$ cat config.mk
export PLATFORM = sky130hd
export DESIGN_NAME = inst_fetch
export DESIGN_NICKNAME = d
export VERILOG_FILES = /design/src/rtl/inst_fetch.sv
export SDC_FILE = /design/constraint.sdc
export NUM_CORES = 1
export LEC_CHECK = 0
export ABC_AREA = 1
export BUFFER_PORTS_ARGS = -buffer_cell sky130_fd_sc_hd__buf_2
export CAP_MARGIN = 20
export CORE_MARGIN = 2
export CORE_UTILIZATION = 56
export DETAILED_ROUTE_END_ITERATION = 8
export GPL_TIMING_DRIVEN = 0
export PLACE_DENSITY = 0.9
export SYNTH_ARGS = -nofsm -noshare
export SYNTH_HDL_FRONTEND = slang
export SYNTH_SLANG_ARGS = --single-unit
$ cat constraint.sdc
create_clock -name clk -period 3.9 [get_ports clk]
set_clock_uncertainty 0.2 [all_clocks]
set_input_delay 0.195 -clock clk [delete_from_list [all_inputs] [get_ports clk]]
set_output_delay 0.195 -clock clk [all_outputs]
set_load 0.1 [all_outputs]
$ cat src/rtl/inst_fetch.sv
// Instruction-fetch initiator: owns the PC, drives the synchronous im read port and
// hands decode an instruction stream with stall hold, redirect squash and misalignment fault.
module inst_fetch #(
  parameter logic [31:0] RESET_PC = 32'h0000_0000,
  parameter int          CNT_W    = 32
) (
  input  logic             clk,
  input  logic             rst_n,
  output logic [31:0]      im_addr,
  input  logic [31:0]      im_data,
  input  logic             stall,
  input  logic             redirect_valid,
  input  logic [31:0]      redirect_pc,
  output logic             inst_valid,
  output logic [31:0]      inst,
  output logic [31:0]      inst_pc,
  output logic             fault,
  output logic [CNT_W-1:0] fetch_cnt
);

  // state    | meaning
  // ST_BOOT  | first cycle after reset: RESET_PC issued, nothing live yet
  // ST_RUN   | streaming: one address issued per cycle
  // ST_FAULT | misaligned redirect seen; frozen until reset
  localparam logic [1:0] ST_BOOT  = 2'd0;
  localparam logic [1:0] ST_RUN   = 2'd1;
  localparam logic [1:0] ST_FAULT = 2'd2;

  logic [1:0]       state_q, state_d;
  logic [31:0]      pc_q, pc_d;
  logic [31:0]      req_pc_q, req_pc_d;
  logic             req_valid_q, req_valid_d;
  logic [CNT_W-1:0] cnt_q, cnt_d;

  logic in_fault;
  logic hold;

  assign in_fault = (state_q == ST_FAULT);
  assign hold     = stall & req_valid_q;

  assign inst_valid = req_valid_q & (state_q == ST_RUN) & ~redirect_valid;
  assign inst       = inst_valid ? im_data  : 32'h0;
  assign inst_pc    = inst_valid ? req_pc_q : 32'h0;
  assign fault      = in_fault;
  assign fetch_cnt  = cnt_q;

  // Re-reading req_pc_q while stalled keeps im_data stable for the held instruction.
  always_comb begin
    im_addr = pc_q;
    if (in_fault) begin
      im_addr = req_pc_q;
    end else if (redirect_valid) begin
      im_addr = redirect_pc;
    end else if (hold) begin
      im_addr = req_pc_q;
    end
  end

  always_comb begin
    state_d     = state_q;
    pc_d        = pc_q;
    req_pc_d    = req_pc_q;
    req_valid_d = req_valid_q;
    if (!in_fault) begin
      if (redirect_valid) begin
        if (redirect_pc[1:0] == 2'b00) begin
          req_pc_d    = redirect_pc;
          req_valid_d = 1'b1;
          pc_d        = redirect_pc + 32'd4;
          state_d     = ST_RUN;
        end else begin
          req_pc_d    = redirect_pc;
          req_valid_d = 1'b0;
          state_d     = ST_FAULT;
        end
      end else if (!hold) begin
        req_pc_d    = pc_q;
        req_valid_d = 1'b1;
        pc_d        = pc_q + 32'd4;
        state_d     = ST_RUN;
      end
    end
  end

  always_comb begin
    cnt_d = cnt_q;
    if (inst_valid && !stall) begin
      cnt_d = cnt_q + CNT_W'(1);
    end
  end

  always_ff @(posedge clk or negedge rst_n) begin
    if (!rst_n) begin
      state_q     <= ST_BOOT;
      pc_q        <= RESET_PC;
      req_pc_q    <= 32'h0;
      req_valid_q <= 1'b0;
      cnt_q       <= '0;
    end else begin
      state_q     <= state_d;
      pc_q        <= pc_d;
      req_pc_q    <= req_pc_d;
      req_valid_q <= req_valid_d;
      cnt_q       <= cnt_d;
    end
  end

endmodule

==> out/qor.yml <==
hold_viol: 0
worstMarginPinSlew_ns: 0.695
numPlacedInstances: 1194
path_buf_inv: 5
num_io_pins: 198
status: "finished, final reports clean"
path_common_cell: "buf_2"
cts_hold_buf: 4
r2r-end: "req_pc_q[31]"
ys_ff_latch: 98
rsz0062_at_grt: "no"
ys_warn_count: 0
mostFrequentLayoutCells: "nand2_1, buf_2, nor2_1"
grt_antenna_before_repair: 0
start_util_pct: 58.0
netlist_area_um2: 6040
grt_max_degree: 55
power.leakage_nw: 4.21
period_needed_ns: 3.20
fin_ws_ns: 0.703
clockBufferDepth: 2
path_clk_slew_ns: 0.09
postCtsResizedCells: 0
path_cells: "dlygate4sd3_1 -> buf_2 -> nand2_2 -> inv_2 -> a21oi_2 -> clkbuf_1 -> o32ai_1 -> buf_2"
cts_tree: "built"
nets: 1143
postSynthAreaPerCell_um2: 7.02
drv_slew: 0
crit_end: "im_addr[31]"
critPathLaunch: "stall"
end_kind: "primary output"
drtAntennaViolNets: 0
ctsHtreeMaxLevel: 3
syn_inst: 861
drv_cap: 0
wl_per_cell_um: 14.1
ir_drop_mv: 0.756
final_common_cell: "nand2_1"
die_width_um: 108
viasPerCell: 5.17
critPathRequiredTime_ns: 3.50
critPathMaxFanout: 10
critical_path.top_delay_family: "buffers and inverters"
finalSetupViolations: 0
cts_inserted_buffers: 9
tns_ns: 0
hpwl_mm: 13.2
grt_usage_pct: 29.5
die_area_um2: 11600
cts_sinks: 98
worstReg2RegStart: "state_q[0]"
initialDrtViolationCount: 392
hold_ws_ns: 0.0210
num_vias: 6273
overflow: 0
coreArea_um2: 10400
first_pass_iters: 6
fmax_ghz: 0.313
crit_type: "primary input to primary output"
clk_latency_ns: 0.37
r2r_setup_slack_ns: 1.56
synth-seq-area-share_pct: 40.6
diodes: 0
reg2regPathDepth: 5
hold_path_class: "primary input to register"
gp_congestion: 0.978
synthArstFlopShare_pct: 100
drc_errors: 0
synth_edf_count: 0
num_rows: 37
place_ws_ns: 1.23
final_cells: 1214
grt_pass1_vias: 5658
drive_above_1_share_pct: 24.9
die_h_um: 108
crit_arrival_ns: 2.80
slowest_stage: "clkbuf_1"
p_per_area_nw_per_um2: 587
cts-root-buf: "clkbuf_8"
totalWireLength_mm: 17.1
cts_setup_buffers: 0
synth_ff_type: "dfrtp_1"
path_depth: 8
cp_slowest_stage_delay_ns: 0.58
fin_crit_sh_pct: 82.0
synthesis.nets: 931
relSlewSlack_pct: 53.7
holdPathStages: 3
grt_pass1_wl_mm: 26.7
synth_cell_types: 35
cp-start-kind: "primary input"
area_growth_pct: 23.8
portBuffers: 196
-- metrics by stage --
stage	util, %	power, mW	instance area (um^2)
after global placement	69.1	3.62	7190
after detailed placement	69.3	3.66	7220
after floorplan	-	3.28	6040
after global routing	71.8	4.61	7480
after CTS	71.8	4.39	7480
final	71.8	4.39	7480
-- worst reg2reg max path, delay by kind of cell, from the launching register on --
| kind | cells | cell delay (ns) |
|---|---|---|
| AOI/OAI and AO/OA | 2 | 0.57 |
| DFF | 1 | 0.44 |
| and+or+nand+nor | 1 | 0.25 |
| buffers and inverters | 2 | 0.71 |
-- worst min path at each step --
stage               startpoint      endpoint  slack, ns
2_1_floorplan            rst_n  fetch_cnt[0]      -0.30
3_3_place_gp           pc_q[1]       pc_q[1]       0.25
3_5_place_dp             rst_n  req_pc_q[20]       0.04
4_1_cts         redirect_pc[1]   req_pc_q[1]      0.003
5_1_grt        redirect_pc[29]  req_pc_q[29]       0.02
6_report       redirect_pc[29]  req_pc_q[29]       0.02
-- power breakdown --
group	switching, mW	internal [mW]
sequential	0.129	1.32
combinational	1.78	0.429
clock	0.352	0.377
-- cell families after synthesis --
kind of cell             synth area share (%)
AND/OR/NAND/NOR                          34.7
buffers and inverters                    10.4
flip-flops                               40.6
AO/OA/AOI/OAI                            8.70
XOR/XNOR                                 5.22
adder cells (fa/ha/maj)                 0.414
-- registers in the layout, summed over array words and instances, names as in the netlist --
signal,count
fetch_cnt,32
pc_q,32
req_pc_q,32
state_q,2
-- metal layers --
layer,vias to the layer above,wire [um],track usage (%)
li1,3072,-,-
met1,2866,7200,37.2
met2,289,8170,50.3
met3,46,1190,5.27
met4,0,546,11.5
met5,-,0,0
-- layout make-up --
cell class	instances	area, um^2
tap	136	170
multi-input combinational	614	2960
timing repair buffer	201	1050
inverter	120	455
fill	860	2930
clock buffer	11	141
sequential	98	2450
buffer	29	170
clock inverter	5	77.6
-- synth_stat cells, types with 3 or more instances --
cell / instances / area share (%)
o21ai_1: 3 / 0.25
xor2_1: 22 / 3.2
nor2_2: 12 / 1.2
nand2_2: 21 / 2.2
nor3_1: 9 / 0.75
o2bb2ai_1: 4 / 0.58
inv_1: 118 / 7.3
o21ai_0: 9 / 0.75
o22ai_1: 20 / 2.1
nand2_1: 265 / 16
nor2_4: 4 / 0.75
a21oi_1: 14 / 1.2
nand3_1: 41 / 3.4
or2_1: 4 / 0.41
buf_2: 7 / 0.58
xnor2_1: 14 / 2.0
dfrtp_1: 98 / 41
nand4_1: 7 / 0.72
nor2_1: 130 / 8.1
o21bai_1: 3 / 0.37
o32ai_1: 8 / 1.2
o21a_1: 17 / 2.1
clkbuf_1: 14 / 0.87
buf_6: 5 / 0.93
Power figures use the tool's default switching activity.
